<file path="src/rtl/divider_array_pipelined_pkg.sv">
// Shared definitions for the pipelined restoring array divider.
package div_pkg;

  localparam int DIV_WIDTH_DEFAULT = 8;

  // Stage record at the default width. Modules that take a width parameter
  // declare the same field layout locally, sized by their own width.
  typedef struct packed {
    logic                         valid;
    logic                         dbz;
    logic [DIV_WIDTH_DEFAULT-1:0] a;
    logic [DIV_WIDTH_DEFAULT-1:0] b;
    logic [DIV_WIDTH_DEFAULT:0]   rem;
    logic [DIV_WIDTH_DEFAULT-1:0] q;
  } div_stage_t;

  // Flat bit count of a stage record: valid, dbz, a, b, rem (w+1), q.
  function automatic int stage_rec_width(input int w);
    return 2 + 4 * w + 1;
  endfunction

endpackage

</file>
<file path="src/rtl/divider_array_pipelined_if.sv">
// Operand/result bundle of the pipelined divider.
interface divider_array_pipelined_if
  import div_pkg::*;
#(
  parameter int width = DIV_WIDTH_DEFAULT
);

  logic             in_valid;
  logic [width-1:0] a;
  logic [width-1:0] b;
  logic             out_valid;
  logic [width-1:0] q;
  logic [width-1:0] r;
  logic             div_by_zero;

  modport master (
    output in_valid, a, b,
    input  out_valid, q, r, div_by_zero
  );

  modport slave (
    input  in_valid, a, b,
    output out_valid, q, r, div_by_zero
  );

endinterface

</file>
<file path="src/rtl/divider_array_pipelined_stage.sv">
// One registered restoring-division step resolving quotient bit i.
module divider_stage
  import div_pkg::*;
#(
  parameter int width = DIV_WIDTH_DEFAULT,
  parameter int i     = 0
) (
  input  logic                                clk,
  input  logic                                rst_n,
  input  logic [stage_rec_width(width)-1:0]   rec_in,
  output logic [stage_rec_width(width)-1:0]   rec_out
);

  typedef struct packed {
    logic             valid;
    logic             dbz;
    logic [width-1:0] a;
    logic [width-1:0] b;
    logic [width:0]   rem;
    logic [width-1:0] q;
  } stage_t;

  stage_t           s_in;
  stage_t           s_out;
  logic [width:0]   p;
  logic [width:0]   b_ext;
  logic [width:0]   rem_next;
  logic [width-1:0] q_next;
  logic             unused_rem_msb;

  assign s_in    = rec_in;
  assign rec_out = s_out;

  // Remainder before the shift is always < b, so its top bit is never needed.
  assign unused_rem_msb = s_in.rem[width];

  // Shift in the next dividend bit and subtract the divisor if it fits.
  // With b == 0 the compare always succeeds, giving all-ones q and r == a.
  always_comb begin
    p        = {s_in.rem[width-1:0], s_in.a[i]};
    b_ext    = {1'b0, s_in.b};
    rem_next = p;
    q_next   = s_in.q;
    if (p >= b_ext) begin
      rem_next  = p - b_ext;
      q_next[i] = 1'b1;
    end else begin
      q_next[i] = 1'b0;
    end
  end

  // Data only moves with a valid slot, so bubbles leave the record untouched.
  always_ff @(posedge clk or negedge rst_n) begin
    if (!rst_n) begin
      s_out <= '0;
    end else begin
      s_out.valid <= s_in.valid;
      if (s_in.valid) begin
        s_out.dbz <= s_in.dbz;
        s_out.a   <= s_in.a;
        s_out.b   <= s_in.b;
        s_out.rem <= rem_next;
        s_out.q   <= q_next;
      end
    end
  end

endmodule

</file>
<file path="src/rtl/divider_array_pipelined.sv">
// Fully pipelined unsigned restoring divider: input register plus one
// stage per quotient bit, MSB first; latency width+1 edges, one op per clock.
module divider_array_pipelined
  import div_pkg::*;
#(
  parameter int width = DIV_WIDTH_DEFAULT
) (
  input  logic                       clk,
  input  logic                       rst_n,
  divider_array_pipelined_if.slave   bus
);

  localparam int rec_w = stage_rec_width(width);

  typedef struct packed {
    logic             valid;
    logic             dbz;
    logic [width-1:0] a;
    logic [width-1:0] b;
    logic [width:0]   rem;
    logic [width-1:0] q;
  } stage_t;

  stage_t           s0;
  stage_t           fin;
  logic [rec_w-1:0] pipe [0:width];
  logic             unused_fin;

  // Input register: capture operands and flag a zero divisor up front.
  always_ff @(posedge clk or negedge rst_n) begin
    if (!rst_n) begin
      s0 <= '0;
    end else begin
      s0.valid <= bus.in_valid;
      if (bus.in_valid) begin
        s0.dbz <= (bus.b == '0);
        s0.a   <= bus.a;
        s0.b   <= bus.b;
        s0.rem <= '0;
        s0.q   <= '0;
      end
    end
  end

  assign pipe[0] = s0;

  for (genvar j = 1; j <= width; j++) begin : g_stage
    divider_stage #(
      .width (width),
      .i     (width - j)
    ) u_stage (
      .clk     (clk),
      .rst_n   (rst_n),
      .rec_in  (pipe[j-1]),
      .rec_out (pipe[j])
    );
  end

  assign fin = pipe[width];

  // Operand copies and remainder MSB are spent by the time the last stage fires.
  assign unused_fin = ^{fin.a, fin.b, fin.rem[width]};

  assign bus.out_valid   = fin.valid;
  assign bus.q           = fin.q;
  assign bus.r           = fin.rem[width-1:0];
  assign bus.div_by_zero = fin.dbz;

endmodule
</file>
<file path="src/flat_wrapper.sv">
// flat-port wrapper written by rule: the top's interface ports become plain ports
module divider_array_pipelined_flat import div_pkg::*;
#(
  parameter int width = DIV_WIDTH_DEFAULT
)
  (clk, rst_n, bus_in_valid, bus_a, bus_b, bus_out_valid, bus_q, bus_r, bus_div_by_zero);
  divider_array_pipelined_if #(.width(width)) bus_i ();
  input  logic clk;
  input  logic rst_n;
  input wire logic [$bits(bus_i.in_valid)-1:0] bus_in_valid;
  input wire logic [$bits(bus_i.a)-1:0] bus_a;
  input wire logic [$bits(bus_i.b)-1:0] bus_b;
  output wire logic [$bits(bus_i.out_valid)-1:0] bus_out_valid;
  output wire logic [$bits(bus_i.q)-1:0] bus_q;
  output wire logic [$bits(bus_i.r)-1:0] bus_r;
  output wire logic [$bits(bus_i.div_by_zero)-1:0] bus_div_by_zero;
  assign bus_i.in_valid = bus_in_valid;
  assign bus_i.a = bus_a;
  assign bus_i.b = bus_b;
  assign bus_out_valid = bus_i.out_valid;
  assign bus_q = bus_i.q;
  assign bus_r = bus_i.r;
  assign bus_div_by_zero = bus_i.div_by_zero;
  divider_array_pipelined #(.width(width)) u_core (.clk(clk), .rst_n(rst_n), .bus(bus_i));
endmodule
</file>
<file path="config.mk">
export PLATFORM = sky130hd
export DESIGN_NAME = divider_array_pipelined_flat
export DESIGN_NICKNAME = d
export VERILOG_FILES = /design/src/rtl/divider_array_pipelined_pkg.sv /design/src/rtl/divider_array_pipelined_if.sv /design/src/rtl/divider_array_pipelined_stage.sv /design/src/rtl/divider_array_pipelined.sv /design/src/flat_wrapper.sv
export SDC_FILE = /design/constraint.sdc
export NUM_CORES = 1
export LEC_CHECK = 0
export CAP_MARGIN = 30
export CORE_ASPECT_RATIO = 0.7
export CORE_UTILIZATION = 30
export DETAILED_ROUTE_END_ITERATION = 10
export PLACE_DENSITY_LB_ADDON = 0.2
export SYNTH_ARGS = -nofsm -noshare
export SYNTH_HDL_FRONTEND = slang
export SYNTH_SLANG_ARGS = --single-unit
</file>
<file path="constraint.sdc">
create_clock -name clk -period 5.4 [get_ports clk]
set_input_delay 0.54 -clock clk [delete_from_list [all_inputs] [get_ports clk]]
set_output_delay 0.54 -clock clk [all_outputs]
set_load 0.005 [all_outputs]
</file>
* Word level (Yosys, flattened, before mapping)
Cells that the tools add are included.
Word-level totals: flip-flop bits (word level) 218, bits of input ports 19
Cells by class: add/subtract/negate cells 8, multiplexer cells 16, reductions and logical operators 1, $lt $le $gt $ge 8
Operators by type and width (number):
- 8-bit two-way mux | 8
- 9-bit by 8-bit >= comparator with 1-bit output | 7
- 8-bit subtractor | 7
- 1-bit by 8-bit >= comparator with 1-bit output | 1
- 8-bit zero test | 1
- 1-bit two-way mux | 8
- 1-bit by 8-bit subtractor with 8-bit output | 1

* Logic depth before layout (Yosys ltp)
word-level depth 2, depth in mapped cells 9

* Hierarchy
A second synthesis with hierarchy kept.
Second synthesis, totals: cells, all modules 1335, area, all modules 15411.0 µm²
Modules (own cells, without submodules):
- divider_stage at u_core.g_stage[3].u_stage ... | area an instance 1806.7 µm², cells an instance 155, times used 3
- divider_stage at u_core.g_stage[7].u_stage ... | area an instance 1865.5 µm², cells an instance 166, times used 2
- divider_stage at u_core.g_stage[6].u_stage | area an instance 1854.3 µm², cells an instance 170, times used 1
- divider_stage at u_core.g_stage[1].u_stage | area an instance 1838.0 µm², cells an instance 162, times used 1
- divider_stage at u_core.g_stage[2].u_stage | area an instance 1830.5 µm², cells an instance 164, times used 1
- divider_array_pipelined | area an instance 737.0 µm², cells an instance 42, times used 1

* Worst setup path after synthesis
No wires, ideal clock.
path type register -> register, from reg u_core.g_stage[1].u_stage.s_out (netlist bit u_core.g_stage[1].u_stage.rec_out[18]), to reg u_core.g_stage[2].u_stage.s_out (netlist bit u_core.g_stage[2].u_stage.rec_out[12]), setup slack 3.394 ns, stages on the path, launching flop included 8, data arrival time 1.880 ns, cells stage by stage dfrtp_1 inv_1 ha_1 nor2b_1 o21a_1 a311oi_4 a21oi_4 a221o_1
Between the ends: word-level cells in the longest chain between the ends 2, elaborated cells on any way between the ends 3, classes of those cells add/sub: 1; order compare: 1; mux: 1
Ends and longest elaborated chain:
- start, declared | RTL line divider_array_pipelined_stage.sv:24 | stage_t s_out;
- 8-bit subtractor / 9-bit by 8-bit >= comparator with 1-bit output (equally long branches) | RTL line divider_array_pipelined_stage.sv:45, divider_array_pipelined_stage.sv:44
- 8-bit two-way mux * | RTL line divider_array_pipelined_stage.sv:44 | if (p >= b_ext) begin
- end, declared | RTL line divider_array_pipelined_stage.sv:24
Mark *: on every way between the ends. The rest lies on a longest branch, timed or not. A chain may end at the register's enable or synchronous reset.

* Final worst setup path
from reg u_core.g_stage[6].u_stage.s_out (netlist bit u_core.g_stage[6].u_stage.rec_out[10]), to reg u_core.g_stage[7].u_stage.s_out (netlist bit u_core.g_stage[7].u_stage.rec_out[11])
Between the ends: word-level cells in the longest chain between the ends 2, elaborated cells on any way between the ends 3, classes of those cells add/sub: 1; order compare: 1; mux: 1
Ends and longest elaborated chain (RTL line):
- start, declared | divider_array_pipelined_stage.sv:24
- 8-bit subtractor / 9-bit by 8-bit >= comparator with 1-bit output (equally long branches) | divider_array_pipelined_stage.sv:45, divider_array_pipelined_stage.sv:44
- 8-bit two-way mux * | divider_array_pipelined_stage.sv:44
- end, declared | divider_array_pipelined_stage.sv:24
Marks and branches as above.

==> results.json <==
{
  "outcome": "finished clean",
  "crit_path_end": "u_core.g_stage[7].u_stage.rec_out[11]",
  "drv_slew": 0,
  "synthCells": 1062,
  "post_cts_resized": 0,
  "wirelength_um": 23500,
  "hold_path.class": "primary input to async pin",
  "dpl.hpwl_um": 16940,
  "buffer_ports.inserted": 36,
  "power_frac_comb_pct": 38.8,
  "cts.sinks": 218,
  "path_depth": 7,
  "netlist_area_mm2": 0.01111,
  "slew_headroom_pct": 39.57,
  "yosysMostFrequentCell": "dfrtp_1",
  "timing.clock.skew_ns": 0.008476,
  "p_leak_uw": 0.005611,
  "start_kind": "flip-flop",
  "fin_crit_ns": 2.545,
  "first_pass_iters": 4,
  "rsz0062_at_grt": "no",
  "critical_path_class": "flip-flop to flip-flop",
  "cp_num_buf_inv": 0,
  "start_util_pct": 30.69,
  "gp_congestion": 0.8411,
  "route.detailed.drc": 0,
  "async_flop_share_pct": 100.0,
  "worstPathArrival_ns": 2.95,
  "synthTopCellsByCount": "dfrtp_1, nand2_1, o21ai_0",
  "synth_top_area_share_pct": 49.09,
  "grt_util_met3_pct": 2.182,
  "r2r-end": "u_core.g_stage[7].u_stage.rec_out[11]",
  "hold_violations": 0,
  "vias_per_cell": 4.766,
  "use_met2_pct": 17.46,
  "cts_tree": "yes",
  "cp-startpoint": "u_core.g_stage[6].u_stage.rec_out[10]",
  "die_h_um": 163.0,
  "area_growth_syn_to_layout_pct": 16.14,
  "end_kind": "flip-flop",
  "switching_share_pct": 34.85,
  "fmax_mhz": 392.9,
  "clock_path_buffers": 3,
  "drt_iter0_drc": 419,
  "clkPwrFrac_pct": 27.3,
  "required_ns": 5.81,
  "ys_ff_latch": 218,
  "crit_slowest_cell": "a41oi_2",
  "path_max_fanout": 13,
  "seqPwrFrac_pct": 33.9,
  "max_stage_delay_ns": 0.73,
  "antenna_left": 0,
  "htree_levels": 1,
  "grt_overflow": 0,
  "synthFlopType": "dfrtp_1",
  "synth_edf_count": 0,
  "tns_ns": 0,
  "io_pins": 37,
  "grt_max_degree": 114,
  "ys_top_cells_by_area": "dfrtp_1, mux2_2, ha_1, o21ai_0, nand2_1",
  "reg2reg_setup_slack_ns": 2.86,
  "rows": 58,
  "ys_seq_area_share_pct": 49.09,
  "synth_top_area_cell": "dfrtp_1",
  "rr_startpoint": "u_core.g_stage[6].u_stage.rec_out[10]",
  "drv_cap": 0,
  "critical-path-top-cell-by-count": "a21oi_1",
  "diodes": 0,
  "p_total_uw": 6884,
  "nets": 1182,
  "setup_viol": 0,
  "max_slew.worst_pin.slew_ns": 0.9064,
  "clock_latency_ns": 0.54,
  "post-place-ws_ns": 2.880,
  "holdWs_ns": 0.06487,
  "clk_pin_slew_ns": 0.06,
  "p_switching_uw": 2399,
  "max-vdd-ir-drop_v": 0.0002054,
  "synth_nets": 1146,
  "setup_ws_ns": 2.855,
  "grt_pass1_vias": 7581,
  "ys_types": 66,
  "cts_buffers": 25,
  "p_per_area_mw_per_mm2": 533.4,
  "internal-power_uw": 4485,
  "cp_cell_sequence": "ha_1 > a21o_1 > a21oi_1 > o21ai_0 > a41oi_2 > mux2i_1 > a21oi_1",
  "ctsRootBufferMaster": "clkbuf_16",
  "grt.busiest_layer": "met1",
  "wl_per_cell_um": 14.74,
  "vias": 7602,
  "coreArea_mm2": 0.03621,
  "syn_area_per_cell_um2": 10.46,
  "ys.warnings.count": 0,
  "die_x_um": 232.0,
  "post_cts.repair.setup_buffers": 0,
  "grt_pass1_wl_um": 40380,
  "worstRegToRegCells": 7,
  "dieArea_mm2": 0.03783,
  "grt_usage_pct": 13.08,
  "drive_above_1_share_pct": 14.89,
  "final.period_utilization_pct": 47.13,
  "antenna_found_initial": 0,
  "cts_hold_buf": 0,
  "grtUsageMet1_pct": 21.29,
  "crit_family": "compound AO/OA/AOI/OAI gates"
}
placed cells by master, fill, tap and decap left out, types with 3 or more instances in the layout:
cell,n
o221ai_1,3
fa_1,7
o31a_1,7
dfrtp_1,218
clkbuf_8,6
xnor2_1,19
o21a_1,15
nand3_1,19
buf_4,11
or2_2,7
a31o_1,3
nor3_1,12
nand2_1,107
a211oi_1,5
clkbuf_16,25
a21o_1,7
o31ai_1,8
nor2b_1,20
ha_1,58
bufinv_16,5
o21ai_0,97
mux2i_1,22
nand2b_1,14
a21oi_1,48
xor2_1,11
a31oi_1,19
inv_1,88
mux2_2,84
nand3b_1,5
clkinv_2,4
clkdlybuf4s50_1,35
nor2_1,63
a211o_1,4
routing by layer:
| metal | wire, µm | part of all wire, % | up-vias |
|---|---|---|---|
| met3 | 702 | 3.0 | 29 |
| met5 | 0 | 0 | - |
| met1 | 13560 | 58 | 3698 |
| met4 | 435 | 1.9 | 0 |
| li1 | - | - | 3791 |
| met2 | 8809 | 37 | 84 |
area by class of cell:
| cell class | instances | area [µm²] |
|---|---|---|
| sequential | 218 | 5455 |
| multi-input combinational | 717 | 5146 |
| clock buffer | 32 | 711.9 |
| inverter | 89 | 334.1 |
| tap | 480 | 600.6 |
| fill | 3602 | 23310 |
| timing repair buffer | 47 | 447.9 |
| clock inverter | 12 | 209.0 |
through the flow:
step / std cells / instance area, µm² / utilization (%)
floorplan: 1062 / 11110 / -
global route: 1595 / 12900 / 35.64
global placement: 1550 / 11980 / 33.07
detailed placement: 1551 / 11980 / 33.09
CTS: 1595 / 12900 / 35.64
finish: 1595 / 12900 / 35.64
worst register-to-register path, cell delays in order, from the launching register on:
cell	delay (ns)
dfrtp_1	0.40
ha_1	0.38
a21o_1	0.20
a21oi_1	0.16
o21ai_0	0.18
a41oi_2	0.73
mux2i_1	0.27
a21oi_1	0.08
how the worst min path moves through the flow:
stage	from	to	slack [ns]	depth (start not counted)
after floorplan	rst_n	u_core.g_stage[1].u_stage.rec_out[10]	0.24	0
after global placement	u_core.g_stage[1].u_stage.rec_out[30]	u_core.g_stage[2].u_stage.rec_out[30]	0.47	2
after detailed placement	u_core.g_stage[6].u_stage.rec_out[19]	u_core.g_stage[7].u_stage.rec_out[19]	0.46	2
after CTS	rst_n	u_core.g_stage[8].u_stage.rec_out[15]	0.12	1
after global routing	rst_n	u_core.g_stage[7].u_stage.rec_out[18]	0.16	1
final	rst_n	u_core.g_stage[7].u_stage.rec_out[22]	0.06	1
sequential cells by signal, summed over array words and instances (netlist names):
| signal | count |
|---|---|
| u_core.g_stage.u_stage.rec_out | 200 |
| u_core.pipe | 18 |
logic make-up (layout without fill, tap and decap cells):
logic type                 count (synthesis)  count (layout)  synth area share (%)
muxes                                    106             106                 10.49
buffers and inverters                    127             180                 4.594
AOI/OAI and AO/OA                        255             255                 14.89
and+or+nand+nor                          261             261                 10.78
DFF                                      218             218                 49.09
adders and majority gates                 65              65                 7.792
xor gates and xnor gates                  30              30                 2.365
power by group through the flow:
stage                     Combinational, µW  Clock [µW]  Sequential, µW
final                                  2670        1880            2330
after global placement                 2630           0            2370
after CTS                              2680        1940            2350
after floorplan                        2090           0            2260
after detailed placement               2670           0            2370
after global routing                   3020        2010            2400
Power figures use the tool's default switching activity.
